$ cat config.mk
export PLATFORM = sky130hd
export DESIGN_NAME = ifu_fetch_ctrl
export DESIGN_NICKNAME = d
export VERILOG_FILES = /design/src/rtl/ifu_fetch_ctrl.sv
export SDC_FILE = /design/constraint.sdc
export NUM_CORES = 1
export LEC_CHECK = 0
export BUFFER_PORTS_ARGS = -buffer_cell sky130_fd_sc_hd__buf_2
export CAP_MARGIN = 20
export CORE_UTILIZATION = 44
export CTS_CLUSTER_DIAMETER = 60
export DETAILED_ROUTE_END_ITERATION = 16
export PLACE_DENSITY = 0.77
export SLEW_MARGIN = 15
export SYNTH_ARGS = -nofsm -noshare
export SYNTH_HDL_FRONTEND = slang
export SYNTH_SLANG_ARGS = --single-unit
$ cat constraint.sdc
create_clock -name clk -period 2.4 [get_ports clk]
set_clock_uncertainty 0.2 [all_clocks]
set_input_delay 0.12 -clock clk [delete_from_list [all_inputs] [get_ports clk]]
set_output_delay 0.12 -clock clk [all_outputs]
set_load 0.005 [all_outputs]
$ cat src/rtl/ifu_fetch_ctrl.sv
// Fetch sequencer: one outstanding imem transaction, redirect/kill handling, decode valid/ready.
// REQ->inst_valid in 2 cycles at best; decode stalls hold OUT with stable outputs.
module ifu_fetch_ctrl #(
  parameter logic [31:0] RESET_PC = 32'h0000_0000,
  parameter logic [31:0] NOP_INST = 32'h0000_0013
) (
  input  logic        clk,
  input  logic        rst,
  input  logic        halt,
  input  logic        redirect_valid,
  input  logic [31:0] redirect_target,
  output logic        imem_req,
  output logic [31:0] imem_addr,
  input  logic        imem_gnt,
  input  logic        imem_rvalid,
  input  logic [31:0] imem_rdata,
  input  logic        imem_err,
  output logic        inst_valid,
  input  logic        inst_ready,
  output logic [31:0] inst,
  output logic [31:0] inst_pc,
  output logic [31:0] inst_pc_plus4,
  output logic        inst_fault,
  output logic [31:0] pc
);

  localparam logic [2:0] BOOT = 3'd0;
  localparam logic [2:0] IDLE = 3'd1;
  localparam logic [2:0] REQ  = 3'd2;
  localparam logic [2:0] WAIT = 3'd3;
  localparam logic [2:0] OUT  = 3'd4;

  logic [2:0]  state;
  logic [31:0] pc_q;
  logic        kill;
  logic [31:0] inst_q;
  logic [31:0] inst_pc_q;
  logic        fault_q;
  logic        misaligned;

  assign misaligned    = (pc_q[1:0] != 2'b00);
  assign imem_req      = (state == REQ) && !misaligned;
  assign imem_addr     = pc_q;
  assign inst_valid    = (state == OUT);
  assign inst          = inst_q;
  assign inst_pc       = inst_pc_q;
  assign inst_pc_plus4 = inst_pc_q + 32'd4;
  assign inst_fault    = fault_q;
  assign pc            = pc_q;

  always_ff @(posedge clk or negedge rst) begin
    if (!rst) begin
      state     <= BOOT;
      pc_q      <= RESET_PC;
      kill      <= 1'b0;
      inst_q    <= 32'h0;
      inst_pc_q <= 32'h0;
      fault_q   <= 1'b0;
    end else begin
      case (state)
        BOOT: state <= halt ? IDLE : REQ;

        IDLE: begin
          if (redirect_valid) pc_q <= redirect_target;
          if (!halt) state <= REQ;
        end

        REQ: begin
          if (misaligned) begin
            // A redirect supersedes the fault; the misaligned PC is already wrong-path.
            if (redirect_valid) begin
              pc_q  <= redirect_target;
              state <= halt ? IDLE : REQ;
            end else begin
              inst_q    <= NOP_INST;
              fault_q   <= 1'b1;
              inst_pc_q <= pc_q;
              state     <= OUT;
            end
          end else if (imem_gnt) begin
            state <= WAIT;
            if (redirect_valid) begin
              pc_q <= redirect_target;
              kill <= 1'b1;
            end
          end else if (redirect_valid) begin
            pc_q <= redirect_target;
            if (halt) state <= IDLE;
          end else if (halt) begin
            state <= IDLE;
          end
        end

        WAIT: begin
          if (redirect_valid) begin
            pc_q <= redirect_target;
            if (imem_rvalid) begin
              kill  <= 1'b0;
              state <= REQ;
            end else begin
              kill <= 1'b1;
            end
          end else if (imem_rvalid) begin
            if (kill) begin
              kill  <= 1'b0;
              state <= REQ;
            end else begin
              inst_q    <= imem_rdata;
              fault_q   <= imem_err;
              inst_pc_q <= pc_q;
              state     <= OUT;
            end
          end
        end

        OUT: begin
          // Redirect wins over the handshake: the held instruction is wrong-path.
          if (redirect_valid) begin
            pc_q  <= redirect_target;
            state <= halt ? IDLE : REQ;
          end else if (inst_ready) begin
            pc_q  <= pc_q + 32'd4;
            state <= halt ? IDLE : REQ;
          end
        end

        default: state <= BOOT;
      endcase
    end
  end

endmodule

==> results list <==
- STA classifies the critical path startpoint as a register.
- The share of total power dissipated in the clock network is 0.151.
- At the end of the flow, the number of nets in the layout was 1053.
- In this run the mean area of a mapped cell was 8.225 um^2.
- Worst-path clk slew: 70 ps
- Ys Warns: 0
- The setup check on the worst reg-to-reg path leaves a slack of 100 ps.
- For this block, the routed nets add up to between 15000 and 20000 um of wire.
- In this run, synthesis inferred 0 flip-flops with an integrated enable.
* Maximum buffer depth of the clock tree: 2
* Worst IR drop on VDD: 0.5903 mV
- Depth of the worst register-to-register path: 6
- Endpoint class of the critical path: primary output
- Startpoint of the lowest-slack hold path: redirect_target[11]
* Outcome: finished, violations left
- For this run, the top clock speed supported by timing is approximately 370 MHz.
- In this run, placement finished with an instance count of ~1100.
* Number of H-tree levels: 3
- Layout Cells excl Fill: between 1000 and 1500
- The cell area that synthesis handed to floorplanning was between 0.005 and 0.006 mm^2.
* Part of the power in registers: 0.324
- The pre-antenna-repair detailed-routing pass consisted of 5 iterations.
* Detailed-route DRC error count: 0
- P&R area growth vs syn: 46.87%
- Total setup violations reported at the end of the flow: 14
* Later-pin clock latency in the skew report: between 300 and 400 ps
* Sequential fraction of the synthesis area: 0.4545
- The floorplan step set the die height to 114.4 um.
- The routed design could run at a clock period as short as approximately 2700 ps.
- Switching power summed over all nets: roughly 4.3 mW
- Post-synth cell types: 54
- Async set-or-reset flop fraction in the synthesized netlist: 1.000
* Fraction of power spent switching nets: 0.4200
- Critical-path maximum fanout: 4
- Detailed placement HPWL: 12970 um
* Startpoint of the lowest-slack register-to-register path: imem_addr[2]
* Final count of hold timing violations: 0
* Path type of the worst min-delay path: input port to register
* Max cap viols: 0
- Data on the critical path arrives at its endpoint at 2380 ps.
* Cell types with the largest area share after synthesis: dfrtp_1 45%, nand2_1 12%, nand3_1 5.0%
* Final count of pins violating max slew: 0
- The number of global-route vias before repair is 5652.
- Internal: between 5 and 6 mW
* Vias per cell: 5.339
* Clock Sinks: 101
- Final routed wire length divided by cell count: 16.55 um
* Dominant synthesized flop cell: dfrtp_1
* Number of buffers created by CTS: 9
- Headroom to the max-slew limit: 0.5901
* Boundary pin count: 235
* Buffers on Ports: 234
- CTS tree: yes
* Global router's overall resource usage: 0.2887
- Area of the die: 0.01309 mm^2
- Of the cells placed in the final design, the portion with a size suffix greater than 1 is 0.3503.
* Seq cells post-synth: 101
- RSZ-0062 raised after global routing: yes
* Area used by sequential logic in the layout: about 0.0025 mm^2
* R2R Path End: imem_addr[28]
- Of the post-synthesis cell area, the dominant cell type holds 0.4545.
* Power density over cell area: 1242 mW/mm^2
- The cell count after synthesis came out at 676.
* Area taken by multi-input logic gates: ~0.0027 mm^2
- Proportion of power drawn by combinational gates: 0.525
* Root buffer cell: clkbuf_16
- Maximum number of pins on one net before global-route repair: 50
- Summed over all instances, the cell type with the most area after synthesis is dfrtp_1.
* Crit path setup slack, layout: -300.4 ps
- For the pin with the worst max-slew slack, the measured transition is about 600 ps.
* Ratio of final minimum period to clock period: 1.125
* Initial standard-cell utilization of the core: 0.4572
- The detailed router finished its first iteration with 519 violations.
- After routing, the total negative slack on setup checks comes to -2565 ps.
- Weighted congestion reported at the end of routability-driven placement: between 0.8 and 0.9
* Standard-cell row count: 40
- In this run the standard cell core region covers 0.01216 mm^2.
* Total gr overflow: 0
* Global-route wire length before repair: 29080 um
- Data on the critical path is required at its endpoint by 2080 ps.
- In this run the static leakage power is about 4.2 nW.
* Antenna violations before repair: 0
- Once detail routing completed, the nets flagged for antenna violations numbered 0.
- For this block, the via count after detailed routing is 6145.
- Die outline width: approximately 110 um
- Net Count, Synth: between 700 and 800
- Hold endpoint: imem_addr[11]
- The checks that failed: setup timing.
* Instance area after placement: 0.007051 mm^2
* Fill cell count: 1022
- The worst hold path passes through 3 cells.
- The worst setup path is of the register to primary output kind.
- Cell area after layout: 0.008167 mm^2
[per-stage QoR]
stage	hold slack (ps)	total power [mW]	setup slack (ps)	util
4_1_cts	0.8874	10.05	-277.7	0.6645
5_1_grt	37.71	10.80	-363.0	0.6713
2_1_floorplan	-375.6	5.902	38.83	-
3_5_place_dp	-37.62	8.375	-2.866	0.5797
3_3_place_gp	-36.53	8.240	32.58	0.5797
6_report	18.91	10.14	-300.4	0.6715
[kinds of logic (layout without fill, tap and decap cells)]
| family | count (synthesis) | after routing | synth area share |
|---|---|---|---|
| flip-flops | 101 | 101 | 0.4545 |
| adder cells (fa/ha/maj) | 2 | 2 | 0.004500 |
| other | 0 | 1 | 0 |
| buffers and inverters | 90 | 396 | 0.08528 |
| XOR/XNOR | 28 | 28 | 0.04411 |
| AND/OR/NAND/NOR | 349 | 349 | 0.2880 |
| multiplexers | 3 | 3 | 0.005626 |
| AO/OA/AOI/OAI | 103 | 103 | 0.1179 |
[cells in the mapped netlist, types with 5 or more instances]
library cell	n
a211oi_1	5
a21oi_1	27
a31oi_1	12
and2_1	6
and3_1	7
and4_1	5
buf_4	34
clkbuf_1	36
dfrtp_1	101
inv_1	17
nand2_1	181
nand2b_1	5
nand3_1	55
nand4_1	13
nor2_1	40
nor3_1	9
o21ai_0	22
o22a_1	5
o22ai_1	8
or4_1	7
xnor2_1	14
xor2_1	14
[final cells by class]
cell class,count,area share
diodes,1,0.0003064
well taps,168,0.02574
clock inverters,4,0.009039
repair buffers,365,0.2925
multi-input cells,485,0.3268
clock buffers,10,0.02804
flip-flops and latches,101,0.3098
inverters,17,0.007814
[cell usage in the layout, fill, tap and decap left out, types with 4 or more instances in the layout]
master | synthesis | routed
buf_2 | 1 | 233
or4_4 | 1 | 4
o22ai_1 | 8 | 8
nor2_1 | 40 | 33
buf_4 | 34 | 60
nor3_1 | 9 | 7
nand2b_1 | 5 | 5
xnor2_1 | 14 | 14
or4_1 | 7 | 4
nand2_1 | 181 | 179
a22o_1 | 4 | 4
o21ai_0 | 22 | 22
and4_1 | 5 | 5
a211oi_1 | 5 | 5
nand3_1 | 55 | 53
nor2_2 | 0 | 4
a21oi_1 | 27 | 27
dfrtp_1 | 101 | 99
o22a_1 | 5 | 5
nand4_1 | 13 | 13
dlygate4sd3_1 | 0 | 66
and2_1 | 6 | 5
inv_1 | 17 | 15
buf_12 | 0 | 5
or3_1 | 4 | 4
a31oi_1 | 12 | 12
xor2_1 | 14 | 14
and3_1 | 7 | 7
clkbuf_16 | 0 | 9
[metal layers]
layer / GRT usage / up-vias / share of wire
met5: 0 / - / 0
met4: 0.1316 / 0 / 0.032
met3: 0.04129 / 46 / 0.059
met1: 0.3736 / 2901 / 0.41
li1: - / 2895 / -
met2: 0.4800 / 303 / 0.50
[timing repair]
action | 4_1_cts | 5_1_grt
resized for setup | 11 | 15
hold buffers | 66 | 0
setup endpoints to repair | 15 | 17
buffers inserted | 4 | 3
hold endpoints to repair | 107 | 0
gates cloned | 0 | 0
pin swaps | 5 | 3
[power groups by stage]
stage          clock (mW)  combinational [mW]  sequential, mW
2_1_floorplan           0                2.48            3.42
3_3_place_gp            0                5.00            3.24
3_5_place_dp            0                5.09            3.28
4_1_cts              1.55                5.24            3.26
5_1_grt              1.61                5.82            3.38
6_report             1.53                5.32            3.29
[critical path: stages (launching register included)]
cell and delay, ps:
dfrtp_1 370, ha_2 190, inv_2 30, or4_4 540
or4_4 490, nor2_2 130, xor2_1 150, buf_2 130
[sequential cells by signal, indices dropped and copies added, names as in the netlist]
signal,count
imem_addr,32
inst_pc,32
inst_fault,1
kill,1
inst,32
state,3
[worst max-delay path by stage]
| stage | cells after the start | end | from |
|---|---|---|---|
| 6_report | 7 | inst_pc_plus4[28] | inst_pc[3] |
| 5_1_grt | 7 | inst_pc_plus4[28] | inst_pc[2] |
| 4_1_cts | 7 | inst_pc_plus4[30] | inst_pc[2] |
| 3_5_place_dp | 7 | inst_pc_plus4[24] | inst_pc[2] |
| 3_3_place_gp | 7 | inst_pc_plus4[24] | inst_pc[2] |
| 2_1_floorplan | 6 | imem_addr[28] | imem_addr[2] |
Note: power is estimated with default switching activity, not from simulation.
